$ cat config.mk
export PLATFORM = sky130hd
export DESIGN_NAME = square_channel_core
export DESIGN_NICKNAME = d
export VERILOG_FILES = /design/src/rtl/square_channel_core.sv
export SDC_FILE = /design/constraint.sdc
export NUM_CORES = 1
export LEC_CHECK = 0
export ABC_AREA = 1
export CAP_MARGIN = 20
export CORE_UTILIZATION = 51
export CTS_CLUSTER_DIAMETER = 200
export DETAILED_ROUTE_END_ITERATION = 8
export PLACE_DENSITY = 0.83
export SYNTH_ARGS = -nofsm -noshare
export SYNTH_HDL_FRONTEND = slang
export SYNTH_SLANG_ARGS = --single-unit
export TNS_END_PERCENT = 100
$ cat constraint.sdc
create_clock -name clk -period 3.7 [get_ports clk]
set_input_delay 0.74 -clock clk [delete_from_list [all_inputs] [get_ports clk]]
set_output_delay 0.74 -clock clk [all_outputs]
set_load 0.01 [all_outputs]
$ cat src/rtl/square_channel_core.sv
// Square-wave tone core: duty sequencer, length counter, volume envelope -> 4-bit sample.
// Latency: sample is registered from state one clock old; active follows its causes on the same edge.
// Backpressure: none; every tick pulse is consumed on the cycle it arrives. Macro: SQUARE_LENGTH_EN.
module square_channel_core #(
  parameter int LEN_BITS = 6
) (
  input  logic                clk,
  input  logic                rst,
  input  logic                freq_tick,
  input  logic                len_tick,
  input  logic                env_tick,
  input  logic                trigger,
  input  logic [1:0]          duty,
  input  logic [LEN_BITS-1:0] len_load,
  input  logic                len_en,
  input  logic [3:0]          env_init,
  input  logic                env_dir,
  input  logic [2:0]          env_period,
  output logic [3:0]          sample,
  output logic                active
);

  logic [2:0] step;
  logic [3:0] volume;
  logic [2:0] env_cnt;
  logic       dir_lat;
  logic [2:0] per_lat;
  logic [7:0] pattern;
  logic       dac_off;
  logic       len_expire;

  // Channel is silenced while the envelope is configured as "zero and decreasing".
  assign dac_off = (env_init == 4'd0) && !env_dir;

  // Duty waveform, bit i is the level at sequencer step i.
  always_comb begin
    pattern = 8'b1000_0000;
    case (duty)
      2'b00:   pattern = 8'b1000_0000;
      2'b01:   pattern = 8'b1000_0001;
      2'b10:   pattern = 8'b1110_0001;
      default: pattern = 8'b0111_1110;
    endcase
  end

`ifdef SQUARE_LENGTH_EN
  localparam logic [LEN_BITS:0] LEN_FULL = {1'b1, {LEN_BITS{1'b0}}};
  localparam logic [LEN_BITS:0] LEN_ONE  = {{LEN_BITS{1'b0}}, 1'b1};

  logic [LEN_BITS:0] len_cnt;

  // Last length tick of a running note ends it; a trigger in the same cycle wins.
  assign len_expire = !trigger && len_tick && len_en && (len_cnt == LEN_ONE);

  // Length counter: loaded with the remaining tick count, stops at zero.
  always_ff @(posedge clk) begin
    if (rst) begin
      len_cnt <= '0;
    end else if (trigger) begin
      len_cnt <= LEN_FULL - {1'b0, len_load};
    end else if (len_tick && len_en && (len_cnt != '0)) begin
      len_cnt <= len_cnt - LEN_ONE;
    end
  end
`else
  logic unused_len;
  assign unused_len = ^{len_tick, len_en, len_load};
  assign len_expire = 1'b0;
`endif

  // Duty step advances on every period tick, sounding or not; never reset by trigger.
  always_ff @(posedge clk) begin
    if (rst) begin
      step <= 3'd0;
    end else if (freq_tick) begin
      step <= step + 3'd1;
    end
  end

  // Active flag: DAC-off overrides trigger, which overrides length expiry.
  always_ff @(posedge clk) begin
    if (rst) begin
      active <= 1'b0;
    end else if (dac_off) begin
      active <= 1'b0;
    end else if (trigger) begin
      active <= 1'b1;
    end else if (len_expire) begin
      active <= 1'b0;
    end
  end

  // Envelope: divide env ticks by the latched period, then step volume with saturation.
  always_ff @(posedge clk) begin
    if (rst) begin
      volume  <= 4'd0;
      env_cnt <= 3'd0;
      dir_lat <= 1'b0;
      per_lat <= 3'd0;
    end else if (trigger) begin
      volume  <= env_init;
      env_cnt <= env_period;
      dir_lat <= env_dir;
      per_lat <= env_period;
    end else if (env_tick && (per_lat != 3'd0)) begin
      if (env_cnt > 3'd1) begin
        env_cnt <= env_cnt - 3'd1;
      end else begin
        env_cnt <= per_lat;
        if (dir_lat && (volume != 4'd15)) begin
          volume <= volume + 4'd1;
        end else if (!dir_lat && (volume != 4'd0)) begin
          volume <= volume - 4'd1;
        end
      end
    end
  end

  // Output register: one clock behind state, cleared immediately by reset.
  always_ff @(posedge clk) begin
    if (rst) begin
      sample <= 4'd0;
    end else begin
      sample <= (active && pattern[step]) ? volume : 4'd0;
    end
  end

endmodule

==> After elaboration in Yosys (flattened, before gate mapping) <==
Cells that the tools add are included.
{ "word_totals": {"register_bits": 19, "in_bits": 23, "out_inout_bits": 5, "elab_cells": 45} }
{ "classes": {"addsub": 4, "n_lt_le_gt_ge": 2, "n_eq_ne": 4, "muxes": 11, "bitwise": 1, "n_reduce_logical": 16} }
{ "ops": {"columns": ["op", "n"], "rows": [
  ["8-bit one-hot mux with 3 select lines", 1],
  ["4-bit two-way mux", 5],
  ["3-bit two-way mux", 3],
  ["3-bit nonzero test", 2],
  ["1-bit logical AND", 5],
  ["4-bit by 1-bit adder with 4-bit output, second input constant", 1],
  ["4-bit zero test", 1],
  ["3-bit by 4-bit less-than comparator with 1-bit output, second input constant", 1],
  ["4-bit != test, second input constant", 1],
  ["4-bit nonzero test", 1],
  ["2-bit OR reduction", 2],
  ["4-bit by 1-bit subtractor with 4-bit output, second input constant", 1],
  ["3-bit by 1-bit adder with 3-bit output, second input constant", 1],
  ["1-bit binary-select mux with 3-bit select", 1],
  ["3-bit by 1-bit greater-than comparator with 1-bit output, second input constant", 1],
  ["3-bit AND reduction", 1],
  ["3-bit by 1-bit subtractor with 3-bit output, second input constant", 1],
  ["2-bit by 1-bit equality test with 1-bit output, second input constant", 1],
  ["2-bit equality test, second input constant", 1],
  ["1-bit zero test", 2],
  ["2-bit zero test", 1],
  ["2-bit != test, second input constant", 1],
  ["2-bit nonzero test", 1],
  ["1-bit two-way mux", 1],
  ["1-bit NOT", 1]
]} }

==> Logic depth before layout (Yosys ltp) <==
{ "logic_depth": {"word_depth": 7, "depth_mapped": 12} }

==> Worst setup path after synthesis <==
OpenSTA, ideal clock, no wires.
{ "synth_path": {"kind": "reg2reg", "from": "register volume[0]", "to": "register volume[3]", "t_arrival_ns": 1.531, "required_ns": 3.589, "path_slack_ns": 2.057, "path_stages_with_launch": 12, "n_path_buf": 0, "path_cell_list": "dfxtp_1 nand2_2 o21ai_4 ha_1 nand2_1 nand2_1 a21oi_1 nand3_1 nand2_1 nor2_1 nor2_1 nor2_1"} }
{ "synth_via": {"elab_chain_len": 6} }
{ "synth_rtl": {"columns": ["item", "line", "text"], "rows": [
  ["start, declared", "24", "logic [3:0] volume;"],
  ["start signal, assigned", "101", "volume <= env_init;"],
  ["start signal, assigned", "111", "volume <= volume + 4'd1;"],
  ["start signal, assigned", "113", "volume <= volume - 4'd1;"],
  ["4-bit by 1-bit subtractor with 4-bit output / 4-bit != test (equally long branches)", "113, 110", null],
  ["4-bit two-way mux / 1-bit logical AND (equally long branches)", "112, 110", null],
  ["4-bit two-way mux", "110", "if (dir_lat && (volume != 4'd15)) begin"],
  ["4-bit two-way mux", "106", "if (env_cnt > 3'd1) begin"],
  ["4-bit two-way mux", "105", "end else if (env_tick && (per_lat != 3'd0)) begin"],
  ["4-bit two-way mux", "100", "end else if (trigger) begin"]
]} }
Parallel ways exist; a longest one is shown, timed or not. The select of a mux whose other input is x is not followed.
A chain may end at the register's enable or synchronous reset.

==> Final worst setup path <==
Same ends and word-level chain as after synthesis.

==> impl_results.md <==
* Power Internal at 308 uW
* Post-CTS Hold Fix Bufs at 0
* Die Y at 48.0 um
* CTS clk-pin slew, worst paths at 110 ps
* Mapped Nets at 189
* Fraction of layout cells with a size suffix above 1 at 5.59%
* Buf/Inv on CP at 0
* DRC at 0
* Yosys reg bits at 19
* Multi-input gate area at 584 sq um
* Per-cell routed wire length at 10.3 um
* # IOs at 28
* Post-synthesis adder-cell area fraction at 8.82%
* Post-DRT Antenna Nets at 0
* WS Path Type: reg -> reg
* DRT iter0 DRCs at 20
* Post-synthesis to final-layout area growth at 21.8%
* Final hold violation count at 0
* Comb power frac at 24.7%
* Antenna violations before repair at 0
* Pwr Total at 445 uW
* Setup bufs post-CTS at 0
* WL final at 2130 um
* Starting Density at 54.4%
* Main combinational cell family by area after synthesis: simple AND/OR/NAND/NOR gates
* Via Count at 1049
* Least-Margin Pin Slew at 339 ps
* First-pass GRT wire length at 3250 um
* H-tree levels at 1
* Worst setup EP type: register
* Post-route clock period utilization at 52.9%
* Tmin final at 1960 ps
* PnR worst setup slack at 1740 ps
* Die Span X at 48.0 um
* Core box area at 1980 sq um
* Slew HR at 77.4%
* Crit Path Max Fanout at 7
* P_sw at 137 uW
* Clk buf depth at 2
* Post-synthesis compound-gate area fraction at 15.7%
* DRT Pass-1 Iters at 6
* Root Driver: clkbuf_4
* Status: finished clean
* Switching part of the total power at 30.8%
* TritonCTS Buffers at 3
* Sequential element share of the synthesized area at 35.3%
* Fmax at 511 MHz
* Hold WC Path Type: reg -> reg
* Input/output buffers at 19
* GR Overflow Total at 0
* Dpl ws at 1480 ps
* Clock share of power at 23.4%
* Worst-Skew Late Latency at 290 ps
* FILL cells at 171
* CP Cell Sequence: nand2_2 > o21ai_4 > ha_1 > nand2_1 > nand2_1 > a21oi_1 > nand3_1 > nand2_1 > nor2_1 > nor2_1 > nor2_1
* Post-Synth Simple-Gate Area at 28.9%
* Cell Area, Synth at 1080 sq um
* GRT Total Usage at 20.2%
* Unrepaired setup endpoints after global routing: false
* Unique cell type count in the Yosys netlist at 20
* Dpl hpwl at 1670 um
* Critical Path RT at 3890 ps
* Largest net degree at the start of global routing at 14
* Max Transition Viols Final at 0
* Die footprint at 2300 sq um
* Vias in the first global route at 820
* Syn Inst Count at 159
* Ant diodes at 0
* Synth Area in XOR/XNOR at 0.812%
* Arr. time, crit path at 2150 ps
* Critical Path Max Stage Delay at 500 ps
* Crit-path leading delay family: simple AND/OR/NAND/NOR gates
* Mux contribution to synthesized area at 0%
* Final TNS setup at 0 ps
* Synth Warn # at 0
* Final Core Density at 66.3%
* Reg power frac at 51.8%
* Via-per-instance ratio at 5.09
* Pwr dens at 339 nW/um^2
* Layout net count at 210
* Placed instance count at 202
* CTS tree: done
* Worst path slowest cell: dfxtp_1
* Clk_skew at 1.37 ps
* CTS resizes at 0
* # rows at 16
* Leak pwr at 0.000602 uW
* RD Place Congestion at 0.786
* Worst VDD drop at 0.000216 V
* # clock sinks at 19
* Avg Inst Size Synth at 6.78 sq um
* Sequential Area at 380 sq um
* Setup-failing EPs final at 0
* Worst Setup Start Kind: register
* Max Cap Viol at 0
* Finished Layout Cells at 206
cell families after synthesis:
logic type | count (synthesis)
and+or+nand+nor | 74
AOI/OAI and AO/OA | 29
buffers and inverters | 29
DFF | 19
adders and majority gates | 7
xor gates and xnor gates | 1
final cells by class:
class | instances | area share (%)
multi-input cells | 111 | 44.5
flip-flops and latches | 19 | 29.0
repair buffers | 19 | 14.5
inverters | 26 | 7.43
well taps | 27 | 2.57
clock buffers | 3 | 1.71
clock inverters | 1 | 0.381
per-layer routing:
layer  vias to the layer above  global-route usage (%)  share of wire (%)
li1                        543                       -                  -
met2                        30                    35.4                 50
met1                       472                    25.1                 45
met3                         4                    3.40                4.0
met5                         -                       0                  0
met4                         0                    6.11               0.94
final timing paths:
check / slack (ps) / depth (start not counted) / end / start
worst max-delay path: 1740 / 11 / volume[3] / volume[0]
worst min-delay path: 490 / 2 / per_lat[1] / per_lat[1]
worst max register to register: 1740 / 11 / volume[3] / volume[0]
worst min register to register: 490 / 2 / per_lat[1] / per_lat[1]
cells in the mapped netlist (all sizes together):
master / count / area [sq um]
nor2: 24 / 90.1
o311ai: 1 / 8.76
o211ai: 3 / 22.5
dfxtp: 19 / 380
o22ai: 1 / 6.26
buf: 2 / 12.5
a21oi: 9 / 45.0
fa: 1 / 20.0
xnor2: 1 / 8.76
inv: 26 / 97.6
clkbuf: 1 / 3.75
nand2: 37 / 146
o21ai: 15 / 86.3
nand3: 10 / 50.1
ha: 6 / 75.1
nor3: 3 / 25.0
sequential cells by signal, summed over array words and instances (netlist names):
register,cells
per_lat,3
active,1
volume,4
dir_lat,1
sample,4
step,3
env_cnt,3
per-stage QoR:
stage,cell area (sq um),hold WS (ps)
after global routing,1310,508
final,1310,491
after detailed placement,1290,474
after floorplan,1080,444
after global placement,1290,465
after CTS,1310,488
tightest hold or removal path, delay by kind of cell (launching register included):
family / cells / cell delay, ps
DFF: 1 / 330
AOI/OAI and AO/OA: 1 / 50
and+or+nand+nor: 1 / 70
power by group through the flow:
stage | Sequential [uW] | Clock [uW] | Combinational (uW)
3_5_place_dp | 236 | 0 | 109
3_3_place_gp | 235 | 0 | 104
6_report | 231 | 104 | 110
4_1_cts | 231 | 106 | 110
2_1_floorplan | 234 | 0 | 75.2
5_1_grt | 233 | 118 | 126
layout by cell type, fill, tap and decap left out, types with 2 or more instances in the layout:
master | netlist | layout
a21oi_1 | 9 | 9
clkbuf_4 | 0 | 3
clkdlybuf4s50_1 | 0 | 19
dfxtp_1 | 19 | 19
ha_1 | 6 | 6
inv_1 | 26 | 26
nand2_1 | 34 | 34
nand2_2 | 3 | 3
nand3_1 | 10 | 10
nor2_1 | 24 | 24
nor3_2 | 2 | 2
o211ai_1 | 3 | 3
o21ai_0 | 14 | 14
No activity file was read; power rests on OpenSTA's default activity.
